### src/rtl/bas_search_fsm_if.sv
// Direction-vector handshake between the random direction source and the BAS engine.
// master = direction source, slave = optimiser engine.
interface bas_search_fsm_if #(
  parameter int unsigned FRAC = 8
) ();
  logic                   dir_valid;
  logic                   dir_ready;
  logic signed [FRAC:0]   dir_x;
  logic signed [FRAC:0]   dir_y;

  modport master (output dir_valid, dir_x, dir_y, input dir_ready);
  modport slave  (input dir_valid, dir_x, dir_y, output dir_ready);
endinterface

### src/rtl/bas_search_fsm.sv
// Beetle Antennae Search engine minimising the Booth cost in signed fixed point; one shared
// cost evaluator is time-multiplexed over the centre, left and right antenna points.
module bas_search_fsm #(
  parameter int unsigned W      = 16,
  parameter int unsigned FRAC   = 8,
  parameter int unsigned STEP_W = 14,
  parameter int unsigned ITER_W = 10,
  parameter int unsigned CW     = 40
) (
  input  logic                     clock,
  input  logic                     reset,
  input  logic                     start,
  input  logic                     abort,
  input  logic signed [W-1:0]      x0,
  input  logic signed [W-1:0]      y0,
  input  logic        [STEP_W-1:0] sense0,
  input  logic        [STEP_W-1:0] move0,
  input  logic        [FRAC:0]     decay,
  input  logic        [ITER_W-1:0] iterations,
  input  logic signed [CW-1:0]     threshold,
  bas_search_fsm_if.slave          dir,
  output logic                     busy,
  output logic                     done,
  output logic signed [W-1:0]      best_x,
  output logic signed [W-1:0]      best_y,
  output logic signed [CW-1:0]     best_cost,
  output logic        [ITER_W-1:0] iter_count
);

  localparam int unsigned PW = STEP_W + FRAC + 2;   // signed step * direction product
  localparam int unsigned OW = PW - FRAC;           // scaled offset
  localparam int unsigned SW = ((W > OW) ? W : OW) + 1;
  localparam int unsigned AW = W + 3;
  localparam int unsigned QW = 2 * AW;
  localparam int unsigned DW = STEP_W + FRAC + 1;
  localparam int          Seven = 7 * (2 ** FRAC);
  localparam int          Five  = 5 * (2 ** FRAC);

  localparam logic signed [W-1:0]  CoordMax = {1'b0, {(W-1){1'b1}}};
  localparam logic signed [W-1:0]  CoordMin = {1'b1, {(W-1){1'b0}}};
  localparam logic signed [CW-1:0] CostMax  = {1'b0, {(CW-1){1'b1}}};

  typedef enum logic [2:0] {
    StIdle, StWaitDir, StEvalC, StEvalL, StEvalR, StUpdate, StDone
  } state_e;

  function automatic logic signed [OW-1:0] scale(input logic [STEP_W-1:0] len,
                                                 input logic signed [FRAC:0] d);
    logic signed [PW-1:0] p;
    p = PW'($signed({1'b0, len})) * PW'(d);
    return OW'(p >>> FRAC);
  endfunction

  function automatic logic signed [W-1:0] sat_add(input logic signed [W-1:0]  c,
                                                  input logic signed [OW-1:0] o,
                                                  input logic                 sub);
    logic signed [SW-1:0] s;
    s = sub ? (SW'(c) - SW'(o)) : (SW'(c) + SW'(o));
    if (s > SW'(CoordMax)) return CoordMax;
    if (s < SW'(CoordMin)) return CoordMin;
    return W'(s);
  endfunction

  function automatic logic signed [CW-1:0] cost(input logic signed [W-1:0] x,
                                                input logic signed [W-1:0] y);
    logic signed [AW-1:0] a, b;
    logic signed [QW-1:0] aa, bb;
    a  = AW'(x) + (AW'(y) <<< 1) - AW'(Seven);
    b  = (AW'(x) <<< 1) + AW'(y) - AW'(Five);
    aa = QW'(a) * QW'(a);
    bb = QW'(b) * QW'(b);
    return CW'(aa >>> FRAC) + CW'(bb >>> FRAC);
  endfunction

  // Lengths above the representable range clamp rather than wrap when decay exceeds 1.0.
  function automatic logic [STEP_W-1:0] decay_len(input logic [STEP_W-1:0] len,
                                                  input logic [FRAC:0]     d);
    logic [DW-1:0] p;
    p = (DW'(len) * DW'(d)) >> FRAC;
    return (|p[DW-1:STEP_W]) ? {STEP_W{1'b1}} : p[STEP_W-1:0];
  endfunction

  state_e                    state_q, state_d;
  logic signed [W-1:0]       cur_x_q, cur_x_d, cur_y_q, cur_y_d;
  logic        [STEP_W-1:0]  sense_q, sense_d, move_q, move_d;
  logic        [FRAC:0]      decay_q, decay_d;
  logic        [ITER_W-1:0]  iter_max_q, iter_max_d, iter_q, iter_d;
  logic signed [CW-1:0]      thresh_q, thresh_d;
  logic signed [FRAC:0]      dir_x_q, dir_x_d, dir_y_q, dir_y_d;
  logic signed [CW-1:0]      fl_q, fl_d, fr_q, fr_d;
  logic signed [W-1:0]       best_x_q, best_x_d, best_y_q, best_y_d;
  logic signed [CW-1:0]      best_cost_q, best_cost_d;
  logic                      busy_q, busy_d, done_q, done_d, ready_q, ready_d;

  logic signed [OW-1:0]      sense_off_x, sense_off_y, move_off_x, move_off_y;
  logic signed [W-1:0]       eval_x, eval_y;
  logic signed [CW-1:0]      f_eval;
  logic                      go_right;

  assign sense_off_x = scale(sense_q, dir_x_q);
  assign sense_off_y = scale(sense_q, dir_y_q);
  assign move_off_x  = scale(move_q, dir_x_q);
  assign move_off_y  = scale(move_q, dir_y_q);
  assign go_right    = !(fl_q < fr_q);

  always_comb begin
    eval_x = cur_x_q;
    eval_y = cur_y_q;
    if (state_q == StEvalL) begin
      eval_x = sat_add(cur_x_q, sense_off_x, 1'b0);
      eval_y = sat_add(cur_y_q, sense_off_y, 1'b0);
    end else if (state_q == StEvalR) begin
      eval_x = sat_add(cur_x_q, sense_off_x, 1'b1);
      eval_y = sat_add(cur_y_q, sense_off_y, 1'b1);
    end
  end

  assign f_eval = cost(eval_x, eval_y);

  always_comb begin
    state_d     = state_q;
    cur_x_d     = cur_x_q;
    cur_y_d     = cur_y_q;
    sense_d     = sense_q;
    move_d      = move_q;
    decay_d     = decay_q;
    iter_max_d  = iter_max_q;
    thresh_d    = thresh_q;
    dir_x_d     = dir_x_q;
    dir_y_d     = dir_y_q;
    fl_d        = fl_q;
    fr_d        = fr_q;
    best_x_d    = best_x_q;
    best_y_d    = best_y_q;
    best_cost_d = best_cost_q;
    iter_d      = iter_q;

    unique case (state_q)
      StIdle, StDone: begin
        if (start) begin
          cur_x_d     = x0;
          cur_y_d     = y0;
          sense_d     = sense0;
          move_d      = move0;
          decay_d     = decay;
          iter_max_d  = iterations;
          thresh_d    = threshold;
          iter_d      = '0;
          best_x_d    = x0;
          best_y_d    = y0;
          best_cost_d = CostMax;
          state_d     = (iterations == '0) ? StDone : StWaitDir;
        end
      end
      StWaitDir: begin
        if (dir.dir_valid) begin
          dir_x_d = dir.dir_x;
          dir_y_d = dir.dir_y;
          state_d = StEvalC;
        end
      end
      StEvalC: begin
        if (f_eval < best_cost_q) begin
          best_cost_d = f_eval;
          best_x_d    = cur_x_q;
          best_y_d    = cur_y_q;
        end
        state_d = StEvalL;
      end
      StEvalL: begin
        fl_d    = f_eval;
        state_d = StEvalR;
      end
      StEvalR: begin
        fr_d    = f_eval;
        state_d = StUpdate;
      end
      StUpdate: begin
        cur_x_d = sat_add(cur_x_q, move_off_x, go_right);
        cur_y_d = sat_add(cur_y_q, move_off_y, go_right);
        sense_d = decay_len(sense_q, decay_q);
        move_d  = decay_len(move_q, decay_q);
        iter_d  = iter_q + ITER_W'(1);
        state_d = ((iter_d == iter_max_q) || (best_cost_q <= thresh_q)) ? StDone : StWaitDir;
      end
      default: state_d = StIdle;
    endcase

    // Abort lets the current state commit its updates, then ends the run.
    if (abort && busy_q) state_d = StDone;

    busy_d  = (state_d != StIdle) && (state_d != StDone);
    done_d  = (state_d == StDone);
    ready_d = (state_d == StWaitDir);
  end

  always_ff @(posedge clock) begin
    if (reset) begin
      state_q     <= StIdle;
      cur_x_q     <= '0;
      cur_y_q     <= '0;
      sense_q     <= '0;
      move_q      <= '0;
      decay_q     <= '0;
      iter_max_q  <= '0;
      thresh_q    <= '0;
      dir_x_q     <= '0;
      dir_y_q     <= '0;
      fl_q        <= '0;
      fr_q        <= '0;
      best_x_q    <= '0;
      best_y_q    <= '0;
      best_cost_q <= CostMax;
      iter_q      <= '0;
      busy_q      <= 1'b0;
      done_q      <= 1'b0;
      ready_q     <= 1'b0;
    end else begin
      state_q     <= state_d;
      cur_x_q     <= cur_x_d;
      cur_y_q     <= cur_y_d;
      sense_q     <= sense_d;
      move_q      <= move_d;
      decay_q     <= decay_d;
      iter_max_q  <= iter_max_d;
      thresh_q    <= thresh_d;
      dir_x_q     <= dir_x_d;
      dir_y_q     <= dir_y_d;
      fl_q        <= fl_d;
      fr_q        <= fr_d;
      best_x_q    <= best_x_d;
      best_y_q    <= best_y_d;
      best_cost_q <= best_cost_d;
      iter_q      <= iter_d;
      busy_q      <= busy_d;
      done_q      <= done_d;
      ready_q     <= ready_d;
    end
  end

  assign dir.dir_ready = ready_q;
  assign busy          = busy_q;
  assign done          = done_q;
  assign best_x        = best_x_q;
  assign best_y        = best_y_q;
  assign best_cost     = best_cost_q;
  assign iter_count    = iter_q;

endmodule

### src/flat_wrapper.sv
// flat-port wrapper written by rule: the top's interface ports become plain ports
module bas_search_fsm_flat 
#(
  parameter int unsigned W      = 16,
  parameter int unsigned FRAC   = 8,
  parameter int unsigned STEP_W = 14,
  parameter int unsigned ITER_W = 10,
  parameter int unsigned CW     = 40
)
  (clock, reset, start, abort, x0, y0, sense0, move0, decay, iterations, threshold, busy, done, best_x, best_y, best_cost, iter_count, dir_dir_valid, dir_dir_x, dir_dir_y, dir_dir_ready);
  bas_search_fsm_if #(.FRAC(FRAC)) dir_i ();
  input  logic clock;
  input  logic reset;
  input  logic start;
  input  logic abort;
  input  logic signed [W-1:0] x0;
  input  logic signed [W-1:0] y0;
  input  logic        [STEP_W-1:0] sense0;
  input  logic        [STEP_W-1:0] move0;
  input  logic        [FRAC:0] decay;
  input  logic        [ITER_W-1:0] iterations;
  input  logic signed [CW-1:0] threshold;
  output logic busy;
  output logic done;
  output logic signed [W-1:0] best_x;
  output logic signed [W-1:0] best_y;
  output logic signed [CW-1:0] best_cost;
  output logic        [ITER_W-1:0] iter_count;
  input wire logic [$bits(dir_i.dir_valid)-1:0] dir_dir_valid;
  input wire logic [$bits(dir_i.dir_x)-1:0] dir_dir_x;
  input wire logic [$bits(dir_i.dir_y)-1:0] dir_dir_y;
  output wire logic [$bits(dir_i.dir_ready)-1:0] dir_dir_ready;
  assign dir_i.dir_valid = dir_dir_valid;
  assign dir_i.dir_x = dir_dir_x;
  assign dir_i.dir_y = dir_dir_y;
  assign dir_dir_ready = dir_i.dir_ready;
  bas_search_fsm #(.W(W), .FRAC(FRAC), .STEP_W(STEP_W), .ITER_W(ITER_W), .CW(CW)) u_core (.clock(clock), .reset(reset), .start(start), .abort(abort), .x0(x0), .y0(y0), .sense0(sense0), .move0(move0), .decay(decay), .iterations(iterations), .threshold(threshold), .dir(dir_i), .busy(busy), .done(done), .best_x(best_x), .best_y(best_y), .best_cost(best_cost), .iter_count(iter_count));
endmodule
### config.mk
export PLATFORM = sky130hd
export DESIGN_NAME = bas_search_fsm_flat
export DESIGN_NICKNAME = d
export VERILOG_FILES = /design/src/rtl/bas_search_fsm_if.sv /design/src/rtl/bas_search_fsm.sv /design/src/flat_wrapper.sv
export SDC_FILE = /design/constraint.sdc
export NUM_CORES = 2
export LEC_CHECK = 0
export CAP_MARGIN = 20
export CORE_MARGIN = 10
export CORE_UTILIZATION = 60
export CTS_BUF_LIST = sky130_fd_sc_hd__clkbuf_8
export DETAILED_ROUTE_END_ITERATION = 7
export GPL_TIMING_DRIVEN = 0
export PLACE_DENSITY = 0.75
export SYNTH_ARGS = -nofsm -noshare
export SYNTH_HDL_FRONTEND = slang
export SYNTH_SLANG_ARGS = --single-unit
### constraint.sdc
create_clock -name clock -period 58.9 [get_ports clock]
set_clock_uncertainty 0.2 [all_clocks]
set_input_delay 11.78 -clock clock [delete_from_list [all_inputs] [get_ports clock]]
set_output_delay 11.78 -clock clock [all_outputs]
set_load 0.01 [all_outputs]
==> results.txt <==
----------------------------------------------------
[Outcome]
  Run status ... complete, no violations

[Global routing]
  Overall fraction of global-route tracks in use ... 34.1%
  Number of antenna violations at the first check in global routing ... 9
  Total overflow reported by the global router ... 0
  Via count of the first global-routing pass ... 61100
  Pin count of the biggest net entering global routing ... 21
  Global-route wire length before repair ... 348000 um

[Min path]
  Path class of the lowest-slack min-delay path ... reg -> reg
  Startpoint of the worst hold path ... u_core.thresh_q[20]$_SDFFE_PP0P_
  Endpoint, Worst Hold ... u_core.thresh_q[20]$_SDFFE_PP0P_
  Worst hold path stage count ... 2

[Setup path]
  Kind of launch point of the worst setup path ... flop
  Worst R2R Path Depth ... 98
  CP peak stage delay ... 810 ps
  Slowest cell on the critical path ... sky130_fd_sc_hd__o41ai_1
  Cell occurring most often along the worst timing path ... sky130_fd_sc_hd__fa_1
  Data arrival time at the worst-slack endpoint ... 28260 ps
  Critical path start-end classification ... reg -> reg
  Critical register-to-register path startpoint ... u_core.dir_y_q[1]$_SDFFE_PP0P_
  Reg2Reg Capture Point ... u_core.best_y[7]$_SDFFE_PP0P_
  Number of buffer and inverter instances along the worst setup path ... 20
  R2R setup slack ... 30920 ps
  Type of destination of the critical path ... flop
  Req. time, crit path ... 59190 ps
  Crit Path Max Fanout ... 10
  Kind of cell adding the most delay to the critical path ... compound AO/OA/AOI/OAI gates

[Clocking]
  Root buffer cell ... sky130_fd_sc_hd__clkbuf_8
  CTS-repair resized insts ... 0
  # H-tree levels ... 2
  Clock transition at the registers of the reported paths ... 70 ps
  Clock tree from TritonCTS ... built
  Worst skew pair latency ... 660 ps
  Clock Sinks ... 279
  Maximum clock insertion buffer count ... 3
  Post-CTS setup repair buffer count ... 0
  Post-CTS Hold Fix Bufs ... 0
  Clock buffer count from CTS ... 44

[Logic synthesis]
  Post-synth top flop ... sky130_fd_sc_hd__dfxtp_1
  Post-synthesis sequential area ratio ... 7.99%
  Synthesis warning total ... 0
  Yosys cell types ... 100
  Number of flip-flops and latches in the synthesized netlist ... 279
  Number of nets produced by synthesis ... 10500
  Ys async rst share ... 0%
  Average cell area after synthesis ... 8.37 um^2
  Number of flops mapped to enable cells by yosys ... 0
  Total standard cell area after synthesis ... 0.0699 mm^2
  Instance count of the mapped netlist ... 8354

[STA]
  Number of setup violations in the final report ... 0
  Max Freq ... 35.7 MHz
  Remaining max-slew budget at the tightest pin ... 13.3%
  Minimum setup slack in the final design ... 30920 ps
  Worst-margin pin slew ... 1290 ps
  Count of final hold-check violations ... 0
  Max-slew violations ... 0
  Period Utilization, post-route ... 47.5%
  Final-layout setup total negative slack ... 0 ps
  Setup repair after global routing missed its margin ... no
  Clock period minus final worst setup slack ... 27980 ps

[Detailed routing]
  Overall routed net length ... 223000 um
  Number of detailed-route iterations in the first pass ... 8
  WL/cell ... 21.9 um
  Top sig layer ... met5
  DRC Markers ... 0
  Vias after detailed routing ... 59300
  Post-route ant nets ... 0
  Met2 layer wire length in the routed design ... 101000 um
  Iter 0 DRT Violations ... 5366
  Average via count per standard cell ... 5.81
  Amount of wire on met3 after detailed routing ... 22500 um
  M1 wire length ... 86000 um

[Cells and area]
  Nets@finish ... 10800
  Number of standard cells in the final layout excluding fillers ... 10200
  Fraction of layout instances using a drive strength above 1 ... 2.00%
  Synthesis-to-finish area growth ... 7.54%

[Place]
  Half-perimeter wire length after detailed placement ... 187000 um
  Pre-CTS setup slack ... 31460 ps
  Placer Congestion ... 1.02
  Inst Count DP ... 10100
  Count of port buffers added during placement ... 225

[Floorplan]
  Die outline width ... 361 um
  Initial core utilization ... 60.3%
  Number of rows created at floorplan ... 125
  Die span in y ... 361 um
  Number of placed I/O pins ... 227
  Placeable Area ... 0.116 mm^2
  Die Footprint ... 0.131 mm^2

[Run]
  Count of maximum capacitance violations ... 0

----------------------------------------------------
-- flip-flops by register name, summed over array words and instances (netlist names), 14 cells and up --
signal            count
u_core.thresh_q      40
u_core.best_cost     32
u_core.fl_q          31
u_core.fr_q          31
u_core.best_x        16
u_core.best_y        16
u_core.cur_x_q       16
u_core.cur_y_q       16
u_core.move_q        14
u_core.sense_q       14
-- cells in the final DEF, fill, tap and decap left out, types with 55 or more instances in the layout --
cell and n:
sky130_fd_sc_hd__inv_1 1591, sky130_fd_sc_hd__fa_1 1181, sky130_fd_sc_hd__nand2_1 1099, sky130_fd_sc_hd__ha_1 852
sky130_fd_sc_hd__nor2_1 448, sky130_fd_sc_hd__a21oi_1 396, sky130_fd_sc_hd__clkbuf_1 359, sky130_fd_sc_hd__and2_1 323
sky130_fd_sc_hd__dfxtp_1 279, sky130_fd_sc_hd__xnor2_1 242, sky130_fd_sc_hd__clkdlybuf4s50_1 225, sky130_fd_sc_hd__nor3_1 215
sky130_fd_sc_hd__o21ai_0 194, sky130_fd_sc_hd__a21o_1 126, sky130_fd_sc_hd__nor2b_1 121, sky130_fd_sc_hd__nand3_1 80
sky130_fd_sc_hd__nand2b_1 79, sky130_fd_sc_hd__xor2_1 76, sky130_fd_sc_hd__o21a_1 58, sky130_fd_sc_hd__o21bai_1 55
-- worst max-delay path by stage --
| stage | from | to | slack, ps | cells after the start |
|---|---|---|---|---|
| after global placement | u_core.dir_y_q[1]$_SDFFE_PP0P_ | u_core.best_y[5]$_SDFFE_PP0P_ | 31080 | 98 |
| after CTS | u_core.dir_y_q[1]$_SDFFE_PP0P_ | u_core.best_y[7]$_SDFFE_PP0P_ | 31330 | 99 |
| final | u_core.dir_y_q[1]$_SDFFE_PP0P_ | u_core.best_y[7]$_SDFFE_PP0P_ | 30920 | 98 |
| after global routing | u_core.dir_y_q[1]$_SDFFE_PP0P_ | u_core.best_y[9]$_SDFFE_PP0P_ | 29450 | 100 |
| after floorplan | u_core.dir_y_q[1]$_SDFFE_PP0P_ | u_core.best_y[0]$_SDFFE_PP0P_ | 37450 | 100 |
| after detailed placement | u_core.dir_y_q[1]$_SDFFE_PP0P_ | u_core.best_y[7]$_SDFFE_PP0P_ | 31460 | 99 |
-- layer usage --
metal / track usage, % / vias to the layer above
met2: 54.7 / 2789
met4: 16.3 / 8
li1: - / 26800
met1: 43.9 / 29000
met5: 0 / -
met3: 7.22 / 622
-- Yosys cell counts (19+ instances only) --
library cell               count  area [um^2]
sky130_fd_sc_hd__a211oi_1     37          278
sky130_fd_sc_hd__a21boi_0     21          158
sky130_fd_sc_hd__a21o_1      126          946
sky130_fd_sc_hd__a21oi_1     396         1980
sky130_fd_sc_hd__a221oi_1     48          420
sky130_fd_sc_hd__a31oi_1      19          119
sky130_fd_sc_hd__and2_1      323         2020
sky130_fd_sc_hd__and3_1       31          194
sky130_fd_sc_hd__buf_1        22         82.6
sky130_fd_sc_hd__clkbuf_1    359         1350
sky130_fd_sc_hd__dfxtp_1     279         5590
sky130_fd_sc_hd__fa_1       1181        23600
sky130_fd_sc_hd__ha_1        852        10700
sky130_fd_sc_hd__inv_1      1581         5930
sky130_fd_sc_hd__mux2i_1      24          240
sky130_fd_sc_hd__nand2_1    1099         4130
sky130_fd_sc_hd__nand2b_1     79          494
sky130_fd_sc_hd__nand3_1      80          400
sky130_fd_sc_hd__nand4_1      31          194
sky130_fd_sc_hd__nor2_1      449         1690
sky130_fd_sc_hd__nor2b_1     121          757
sky130_fd_sc_hd__nor3_1      215         1080
sky130_fd_sc_hd__o211ai_1     23          173
sky130_fd_sc_hd__o21a_1       58          435
sky130_fd_sc_hd__o21ai_0     194          971
sky130_fd_sc_hd__o21bai_1     55          413
sky130_fd_sc_hd__o31ai_1      25          188
sky130_fd_sc_hd__or2_2        22          138
sky130_fd_sc_hd__or3_1        21          131
sky130_fd_sc_hd__xnor2_1     242         2120
sky130_fd_sc_hd__xor2_1       76          666
-- area by class of cell --
class / count / area, um^2
Buffer: 398 / 1550
Sequential cell: 279 / 5590
Multi-Input combinational cell: 6083 / 56800
Clock buffer: 51 / 702
Timing Repair Buffer: 235 / 2390
Antenna cell: 2 / 5.00
Tap cell: 1524 / 1910
Inverter: 1594 / 5980
Clock inverter: 28 / 253
Fill cell: 9976 / 40700
-- stage by stage --
stage | util (%) | cell area, um^2 | hold slack, ps
floorplan | - | 69900 | 231
global placement | 63.9 | 74000 | 238
detailed placement | 64.0 | 74200 | 247
CTS | 64.8 | 75100 | 256
global route | 64.8 | 75200 | 274
finish | 64.8 | 75200 | 256
-- kinds of logic after synthesis --
group                    Yosys count  synth area share, %
AO/OA/AOI/OAI                   1178                 11.1
XOR/XNOR                         319                 4.01
adder cells (fa/ha/maj)         2035                 49.1
buffers and inverters           1992                 10.8
flip-flops                       279                 7.99
multiplexers                      25                0.360
AND/OR/NAND/NOR                 2526                 16.7
-- tightest hold or removal path, delay by kind of cell, from the launching register on --
kind	cells	cell delay (ps)
simple gates	1	50
flops	1	310
compound gates	1	50
Power is left out: the tool's default activity adds up to more than one toggle a clock period on the data nets, which glitch-free logic cannot reach.
